**src/rtl/fp16_to_fixed_seq_pkg.sv**
```systemverilog
// Shared constants, FSM state type and decoded-field bundle for the
// half-precision to fixed-point converter.
package fp16_to_fixed_seq_pkg;

  localparam int FP_EXP_W   = 5;
  localparam int FP_MAN_W   = 10;
  localparam int FP_BIAS    = 15;
  localparam int FP_EXP_MAX = 31;

  typedef enum logic [1:0] {
    IDLE  = 2'd0,
    SHIFT = 2'd1,
    DONE  = 2'd2
  } state_t;

  // Everything the sequencer needs from one fp16 word, resolved combinationally.
  typedef struct packed {
    logic                sign;
    logic                hidden;
    logic [FP_MAN_W-1:0] mant;
    logic [3:0]          n;         // alignment shift distance, 0 for specials
    logic                dir_left;  // 1: shift toward integer part
    logic                is_zero;
    logic                is_inf;
    logic                is_nan;
  } fp16_fields_t;

endpackage

```
**src/rtl/fp16_to_fixed_seq_if.sv**
```systemverilog
// Handshake and result bundle between the converter and its producer/consumer.
interface fp16_to_fixed_seq_if #(
  parameter int INT_W  = 16,
  parameter int FRAC_W = 32
);
  logic              in_valid;
  logic              in_ready;
  logic [15:0]       fp_in;
  logic              out_valid;
  logic              out_ready;
  logic              sign_out;
  logic [INT_W-1:0]  int_out;
  logic [FRAC_W-1:0] frac_out;
  logic              zero_out;
  logic              inf_out;
  logic              nan_out;

  modport master (
    output in_valid, fp_in, out_ready,
    input  in_ready, out_valid, sign_out, int_out, frac_out,
           zero_out, inf_out, nan_out
  );

  modport slave (
    input  in_valid, fp_in, out_ready,
    output in_ready, out_valid, sign_out, int_out, frac_out,
           zero_out, inf_out, nan_out
  );
endinterface

```
**src/rtl/fp16_to_fixed_seq_field_decode.sv**
```systemverilog
// Splits an fp16 word into the fields the alignment sequencer loads:
// sign, hidden bit, mantissa, shift distance/direction and class flags.
module fp16_field_decode
  import fp16_to_fixed_seq_pkg::*;
(
  input  logic [15:0]  fp_in,
  output fp16_fields_t fields
);

  logic [FP_EXP_W-1:0] exp_f;
  logic [FP_EXP_W-1:0] ee;

  assign exp_f = fp_in[14:10];

  // Denormals share the exponent of the smallest normal; specials never shift.
  always_comb begin
    fields         = '0;
    fields.sign    = fp_in[15];
    fields.mant    = fp_in[FP_MAN_W-1:0];
    fields.hidden  = (exp_f != '0);
    fields.is_zero = (exp_f == '0) && (fp_in[FP_MAN_W-1:0] == '0);
    fields.is_inf  = (exp_f == FP_EXP_W'(FP_EXP_MAX)) && (fp_in[FP_MAN_W-1:0] == '0);
    fields.is_nan  = (exp_f == FP_EXP_W'(FP_EXP_MAX)) && (fp_in[FP_MAN_W-1:0] != '0);
    ee             = (exp_f == '0) ? FP_EXP_W'(1) : exp_f;
    if (ee > FP_EXP_W'(FP_BIAS)) begin
      fields.dir_left = 1'b1;
      fields.n        = 4'(ee - FP_EXP_W'(FP_BIAS));
    end else begin
      fields.dir_left = 1'b0;
      fields.n        = 4'(FP_EXP_W'(FP_BIAS) - ee);
    end
    if (fields.is_zero || (exp_f == FP_EXP_W'(FP_EXP_MAX))) begin
      fields.n = '0;
    end
  end

endmodule

```
**src/rtl/fp16_to_fixed_seq.sv**
```systemverilog
// Serial fp16 -> sign + unsigned INT_W.FRAC_W converter. The significand is
// loaded at the binary point and walked one bit per cycle to its weight.
//
//  state | meaning
//  IDLE  | waiting for a word, in_ready high
//  SHIFT | aligning acc, count cycles remain
//  DONE  | result presented, waiting for out_ready
module fp16_to_fixed_seq
  import fp16_to_fixed_seq_pkg::*;
#(
  parameter int INT_W  = 16,
  parameter int FRAC_W = 32
) (
  input logic                 clk,
  input logic                 rst,
  fp16_to_fixed_seq_if.slave  bus
);

  localparam int ACC_W = INT_W + FRAC_W;

  state_t           state_q, state_d;
  logic [3:0]       count_q, count_d;
  logic             dir_left_q, dir_left_d;
  logic [ACC_W-1:0] acc_q, acc_d;
  logic             sign_q, sign_d;
  logic             zero_q, zero_d;
  logic             inf_q, inf_d;
  logic             nan_q, nan_d;
  fp16_fields_t     fields;
  logic             done;

  fp16_field_decode u_decode (
    .fp_in  (bus.fp_in),
    .fields (fields)
  );

  // State and datapath registers; reset discards any conversion in flight.
  always_ff @(posedge clk) begin
    if (rst) begin
      state_q    <= IDLE;
      count_q    <= '0;
      dir_left_q <= 1'b0;
      acc_q      <= '0;
      sign_q     <= 1'b0;
      zero_q     <= 1'b0;
      inf_q      <= 1'b0;
      nan_q      <= 1'b0;
    end else begin
      state_q    <= state_d;
      count_q    <= count_d;
      dir_left_q <= dir_left_d;
      acc_q      <= acc_d;
      sign_q     <= sign_d;
      zero_q     <= zero_d;
      inf_q      <= inf_d;
      nan_q      <= nan_d;
    end
  end

  // Next-state and datapath update: load on accept, shift, then hold for the consumer.
  always_comb begin
    state_d    = state_q;
    count_d    = count_q;
    dir_left_d = dir_left_q;
    acc_d      = acc_q;
    sign_d     = sign_q;
    zero_d     = zero_q;
    inf_d      = inf_q;
    nan_d      = nan_q;
    case (state_q)
      IDLE: begin
        if (bus.in_valid) begin
          sign_d     = fields.sign;
          zero_d     = fields.is_zero;
          inf_d      = fields.is_inf;
          nan_d      = fields.is_nan;
          dir_left_d = fields.dir_left;
          count_d    = fields.n;
          if (fields.is_inf || fields.is_nan) begin
            acc_d = '1;
          end else begin
            acc_d                         = '0;
            acc_d[FRAC_W]                 = fields.hidden;
            acc_d[FRAC_W-1 -: FP_MAN_W]   = fields.mant;
          end
          state_d = (fields.n != '0) ? SHIFT : DONE;
        end
      end
      SHIFT: begin
        acc_d   = dir_left_q ? (acc_q << 1) : (acc_q >> 1);
        count_d = count_q - 4'd1;
        if (count_q == 4'd1) begin
          state_d = DONE;
        end
      end
      DONE: begin
        if (bus.out_ready) begin
          state_d = IDLE;
        end
      end
      default: state_d = IDLE;
    endcase
  end

  assign done          = (state_q == DONE);
  assign bus.in_ready  = (state_q == IDLE);
  assign bus.out_valid = done;
  // Result fields read as zero whenever no result is being presented.
  assign bus.int_out   = done ? acc_q[ACC_W-1:FRAC_W] : '0;
  assign bus.frac_out  = done ? acc_q[FRAC_W-1:0]     : '0;
  assign bus.sign_out  = done & sign_q;
  assign bus.zero_out  = done & zero_q;
  assign bus.inf_out   = done & inf_q;
  assign bus.nan_out   = done & nan_q;

endmodule

```
**src/flat_wrapper.sv**
```systemverilog
// flat-port wrapper written by rule: the top's interface ports become plain ports
module fp16_to_fixed_seq_flat import fp16_to_fixed_seq_pkg::*;
#(
  parameter int INT_W  = 16,
  parameter int FRAC_W = 32
)
  (clk, rst, bus_in_valid, bus_fp_in, bus_out_ready, bus_in_ready, bus_out_valid, bus_sign_out, bus_int_out, bus_frac_out, bus_zero_out, bus_inf_out, bus_nan_out);
  fp16_to_fixed_seq_if #(.INT_W(INT_W), .FRAC_W(FRAC_W)) bus_i ();
  input logic clk;
  input logic rst;
  input wire logic [$bits(bus_i.in_valid)-1:0] bus_in_valid;
  input wire logic [$bits(bus_i.fp_in)-1:0] bus_fp_in;
  input wire logic [$bits(bus_i.out_ready)-1:0] bus_out_ready;
  output wire logic [$bits(bus_i.in_ready)-1:0] bus_in_ready;
  output wire logic [$bits(bus_i.out_valid)-1:0] bus_out_valid;
  output wire logic [$bits(bus_i.sign_out)-1:0] bus_sign_out;
  output wire logic [$bits(bus_i.int_out)-1:0] bus_int_out;
  output wire logic [$bits(bus_i.frac_out)-1:0] bus_frac_out;
  output wire logic [$bits(bus_i.zero_out)-1:0] bus_zero_out;
  output wire logic [$bits(bus_i.inf_out)-1:0] bus_inf_out;
  output wire logic [$bits(bus_i.nan_out)-1:0] bus_nan_out;
  assign bus_i.in_valid = bus_in_valid;
  assign bus_i.fp_in = bus_fp_in;
  assign bus_i.out_ready = bus_out_ready;
  assign bus_in_ready = bus_i.in_ready;
  assign bus_out_valid = bus_i.out_valid;
  assign bus_sign_out = bus_i.sign_out;
  assign bus_int_out = bus_i.int_out;
  assign bus_frac_out = bus_i.frac_out;
  assign bus_zero_out = bus_i.zero_out;
  assign bus_inf_out = bus_i.inf_out;
  assign bus_nan_out = bus_i.nan_out;
  fp16_to_fixed_seq #(.INT_W(INT_W), .FRAC_W(FRAC_W)) u_core (.clk(clk), .rst(rst), .bus(bus_i));
endmodule
```
**config.mk**
```make
export PLATFORM = sky130hd
export DESIGN_NAME = fp16_to_fixed_seq_flat
export DESIGN_NICKNAME = d
export VERILOG_FILES = /design/src/rtl/fp16_to_fixed_seq_pkg.sv /design/src/rtl/fp16_to_fixed_seq_if.sv /design/src/rtl/fp16_to_fixed_seq_field_decode.sv /design/src/rtl/fp16_to_fixed_seq.sv /design/src/flat_wrapper.sv
export SDC_FILE = /design/constraint.sdc
export NUM_CORES = 1
export LEC_CHECK = 0
export CAP_MARGIN = 15
export CORE_MARGIN = 3
export CORE_UTILIZATION = 54
export CTS_CLUSTER_DIAMETER = 30
export DETAILED_ROUTE_END_ITERATION = 16
export DONT_BUFFER_PORTS = 1
export PLACE_DENSITY = 0.79
export REMOVE_ABC_BUFFERS = 1
export SETUP_SLACK_MARGIN = 0.1
export SLEW_MARGIN = 20
export SYNTH_ARGS = -nofsm -noshare
export SYNTH_HDL_FRONTEND = slang
export SYNTH_SLANG_ARGS = --single-unit
```
**constraint.sdc**
```tcl
create_clock -name clk -period 1.5 [get_ports clk]
set_input_delay 0.3 -clock clk [delete_from_list [all_inputs] [get_ports clk]]
set_output_delay 0.3 -clock clk [all_outputs]
set_load 0.02 [all_outputs]
```
### Yosys cells after proc, flatten, opt, wreduce, memory -nomap -nowiden

Index checks and enable logic that the tools add are counted.

| cells by class | value |
|---|---|
| add/subtract/negate cells | 3 |
| reductions and logical operators | 15 |
| bitwise logic cells | 4 |
| magnitude comparators | 1 |
| equal/unequal tests | 7 |
| multiplexer cells | 16 |

Operator list:

| cell | number |
|---|---|
| two-way mux 48 bit | 3 |
| case mux 48 bit (2 select lines) | 1 |
| two-way mux 32 bit | 1 |
| two-way mux 16 bit | 1 |
| logical NOT 10 bit | 1 |
| two-way mux 5 bit | 2 |
| nonzero test 10 bit | 1 |
| two-way mux 2 bit | 4 |
| two-way mux 4 bit | 2 |
| case mux 4 bit (2 select lines) | 1 |
| case mux 2 bit (3 select lines) | 1 |
| == test 5 bit, second input constant | 1 |
| greater-than comparator 5 x 4 -> 1 bit, second input constant | 1 |
| logical NOT 5 bit | 1 |
| nonzero test 5 bit | 1 |
| AND 1 bit | 4 |
| == test 4 x 1 -> 1 bit, second input constant | 1 |
| inequality test 2 bit, second input constant | 2 |
| AND reduction 2 bit | 2 |
| nonzero test 4 bit | 1 |
| subtractor 4 x 1 -> 4 bit, second input constant | 1 |
| subtractor 4 bit, first input constant | 1 |
| subtractor 4 bit, second input constant | 1 |
| logical AND 1 bit | 3 |
| 7 further kinds | 8 |

| word-level totals | value |
|---|---|
| output and inout bits | 54 |
| bits in registers | 59 |
| input port bits | 20 |
| word-level logic and storage cells | 54 |

### Depth between registers and ports, before layout

| logic depth | value |
|---|---|
| word-level depth | 9 |
| depth in mapped cells | 7 |
| mapped depth without buffers | 6 |

### Modules after synthesis

From an unflattened synthesis, not the netlist that was laid out.

| second synthesis, totals | value |
|---|---|
| cell total of the unflattened synthesis | 449 |
| area total of the unflattened synthesis | 3515.9 µm² |

Modules (own cells, without submodules):

| module | area an instance (µm²) | sequential area each (µm²) | cells an instance | times used |
|---|---|---|---|---|
| fp16_to_fixed_seq | 3273.1 | 1181.1 | 415 | 1 |
| fp16_field_decode | 242.7 | 0.0 | 34 | 1 |

### Worst setup path before layout

Ideal clock, no wire load.

| path | value |
|---|---|
| kind | flip-flop to output port |
| start point | register u_core.state_q[1] |
| end point | output bus_int_out[10] |
| setup slack | -0.345 ns |
| cell stages (with the launch flop) | 5 |
| required time | 1.200 ns |
| data arrival time | 1.545 ns |
| buffers on the path | 2 |
| cell sequence | dfxtp_1 -> clkbuf_1 -> nor2b_1 -> clkbuf_1 -> and2_1 |

| between the ends | value |
|---|---|
| word-level cells in the longest chain between the ends | 2 |

Ends and longest elaborated chain:

| item | RTL line | text |
|---|---|---|
| start, declared | fp16_to_fixed_seq.sv:21 | `state_t state_q, state_d;` |
| start signal, assigned | fp16_to_fixed_seq.sv:49 | `state_q <= state_d;` |
| == test 2 bit | fp16_to_fixed_seq.sv:105 | `assign done = (state_q == DONE);` |
| named net bus_out_valid | flat_wrapper.sv:15 | `output wire logic [$bits(bus_i.out_valid)-1:0] bus_out_valid;` |
| two-way mux 16 bit | fp16_to_fixed_seq.sv:109 | `assign bus.int_out = done ? acc_q[ACC_W-1:FRAC_W] : '0;` |
| end, declared | flat_wrapper.sv:17 | `output wire logic [$bits(bus_i.int_out)-1:0] bus_int_out;` |

The timed path passes the listed nets, and every way through them passes these cells.

### Worst setup path after layout

| path | value |
|---|---|
| start point | register u_core.state_q[1] |
| end point | output bus_frac_out[31] |

| between the ends | value |
|---|---|
| word-level cells in the longest chain between the ends | 2 |

Ends and longest elaborated chain:

| item | RTL line | text |
|---|---|---|
| == test 2 bit | fp16_to_fixed_seq.sv:105 |  |
| two-way mux 32 bit | fp16_to_fixed_seq.sv:110 | `assign bus.frac_out = done ? acc_q[FRAC_W-1:0] : '0;` |
| end, declared | flat_wrapper.sv:18 | `output wire logic [$bits(bus_i.frac_out)-1:0] bus_frac_out;` |

Every way passes these cells.

==> results.cfg <==
[outcome]
status = complete, but fails checks
violations = setup timing

[sta]
maxSlewViolCount = 0
min_period_over_period_pct = 111.8
layout_setup_ws_ps = -176.4
max_freq_ghz = 0.5965
setup_viol = 75
hold_viol = 0
relSlewSlack_pct = 65.54
fin_skew_ps = 9.727
worst_slew_pin_slew_ps = 516.8
finalSetupTns_ps = -9318
rsz0062_at_grt = true
fin_crit_ps = 1676

[yosys]
synth_area_leaders = dfxtp_1 35%, mux2_2 12%, and2_1 9.8%
synth_edf_count = 0
postSynthAreaPerCell_sq_um = 8.084
ys_types = 44
netlist_area_sq_um = 3387
synth_seq_cells = 59
async_flop_share_pct = 0
syn_inst = 419
synth-main-ff-cell = dfxtp_1
ys_warn_count = 0
synth_most_common_cell = dfxtp_1
yosysSeqAreaShare_pct = 34.87
synth_area_leader_cell = dfxtp_1
ys_top_cells_by_count = 59 x dfxtp_1, 53 x and2_1, 50 x a21oi_1, 49 x nor2_1, 39 x nor3_1
yosys.area.top_type_share_pct = 34.87

[setup_path]
critical_path.cell_chain = nor2b_4 -> buf_6 -> clkbuf_16 -> and2_4
slowest_delay_ps = 360
critPathCapture = bus_frac_out[31]
critPathMaxFanout = 6
worst-path-stages = 4
r2r_cells = 7
r2r-end = u_core.acc_q[47]
crit_arrival_ps = 1380
end_kind = primary output
reg2reg_from = u_core.state_q[1]
startpoint_type = flip-flop
cp-startpoint = u_core.state_q[1]
crit_type = reg2out
critPathTopFamily = flip-flops
cp.required_ps = 1200
crit_buf_inv = 2
slowest_stage = dfxtp_4
r2r_slack_ps = -170

[clock_network]
cts_made_buffers = 9
cts.htree.levels = 3
path_clk_slew_ps = 70
insertion_delay_ps = 360
clkSinkCount = 59
cts_tree = built
root_buffer = clkbuf_8
clock_path_buffers = 2

[finish]
drive_above_1_share_pct = 55.82
antenna_cells = 0
stdcell_count = 530
area_growth_pct = 47.47
nets = 473

[route]
ant_nets = 0
drt_iter0_markers = 415
wl_um = 13340
vias = 3698
drc_errors = 0
viasPerCell = 6.977
firstDrtPassIters = 5
wire_per_inst_um = 25.16

[worst_hold_path]
hold_start = rst
hold_path.class = in2reg

[die]
fp.dieH_um = 85.20
initial_core_util_pct = 56.54
die_w_um = 85.20
io_pins = 74
core_region_area_sq_um = 5991
rows = 28
dieArea_sq_um = 7258

[place]
place_congestion = 0.8190
hpwl_um = 5103
dp_cells = 476
portBuffers = 0

[global_routing]
grt_pass1_wl_um = 13410
overflow = 0
grt_pass1_vias = 2834
grt_max_degree = 63
antenna_found_initial = 0
grtUsageTotal_pct = 22.70

[power_and_ir_drop]
ir_drop_mv = 0.7957
powerDensity_nw_per_um2 = 1163
total_power_mw = 5.810
p_leak_nw = 1.932

[run]
cap_violations = 0
-- registers in the layout (all words and copies together), names as in the netlist --
register	cells
u_core.acc_q	48
u_core.inf_q	1
u_core.zero_q	1
u_core.state_q	2
u_core.count_q	4
u_core.sign_q	1
u_core.nan_q	1
u_core.dir_left_q	1
-- repair_timing --
action / CTS / global route
hold buffers: 0 / 0
pin swaps: 16 / 45
cloned: 1 / 17
resized for setup: 102 / 159
buffers inserted: 9 / 12
endpoints found under the setup margin: 106 / 110
-- kinds of logic after synthesis --
group / Yosys count / synth area share, %
and+or+nand+nor: 182 / 28.11
AOI/OAI and AO/OA: 85 / 15.00
DFF: 59 / 34.87
muxes: 47 / 15.22
buffers and inverters: 40 / 5.024
xor gates and xnor gates: 4 / 1.035
adders and majority gates: 2 / 0.7387
-- layout by cell type (no fill, tap or decap), drive strengths merged, types with 2 or more instances in the layout --
cell,netlist,final
clkbuf,20,22
buf,15,43
nand2,20,20
o31ai,3,3
nor2b,4,4
nand3,3,3
xor2,3,3
mux2i,11,11
a31o,1,5
o21ai,9,9
nor3b,2,2
a21oi,50,50
mux2,36,36
dfxtp,59,59
o2bb2ai,3,3
or4,2,2
inv,5,5
a31oi,2,2
nor3,40,40
clkinv,0,2
and2,53,53
nor4,2,2
a211oi,9,9
nor2,49,49
ha,2,2
a21o,2,2
nand3b,2,2
-- routing by layer --
| metal | wire length, um | track usage [%] | up-vias |
|---|---|---|---|
| met1 | 5129 | 28.45 | 1802 |
| met2 | 6284 | 37.50 | 295 |
| met5 | 0 | 0 | - |
| li1 | - | - | 1537 |
| met4 | 604 | 10.94 | 0 |
| met3 | 1319 | 4.175 | 64 |
-- worst min-delay path by stage --
stage | cells past startpoint | end | slack, ps
5_1_grt | 1 | u_core.sign_q | 10
6_report | 1 | u_core.acc_q[9] | 20
4_1_cts | 1 | u_core.dir_left_q | 20
3_5_place_dp | 1 | u_core.dir_left_q | 380
2_1_floorplan | 1 | u_core.acc_q[28] | 370
3_3_place_gp | 1 | u_core.dir_left_q | 380
-- per-stage QoR --
step / cell area [sq um] / hold slack, ps / util [%] / setup slack (ps)
after floorplan: 3236 / 369.1 / - / -1614
after global placement: 3511 / 378.8 / 58.60 / -115.8
after detailed placement: 3511 / 380.3 / 58.60 / -146.1
after CTS: 3968 / 16.60 / 66.23 / -145.6
after global routing: 4995 / 10.52 / 83.38 / -194.1
final: 4995 / 16.10 / 83.38 / -176.4
-- cell type report --
type	instances	area, sq um
multi-input combinational	324	2779
inverter	5	18.77
clock inverter	2	10.01
tap	75	93.84
sequential	59	1190
fill	292	996.0
timing repair buffer	52	734.5
clock buffer	13	168.9
-- report_power, final --
part	total, mW	switching, mW	internal [mW]
Combinational	2.39	1.27	1.12
Sequential	2.04	0.258	1.78
Clock	1.39	0.665	0.721
(Power assumes the default switching activity.)
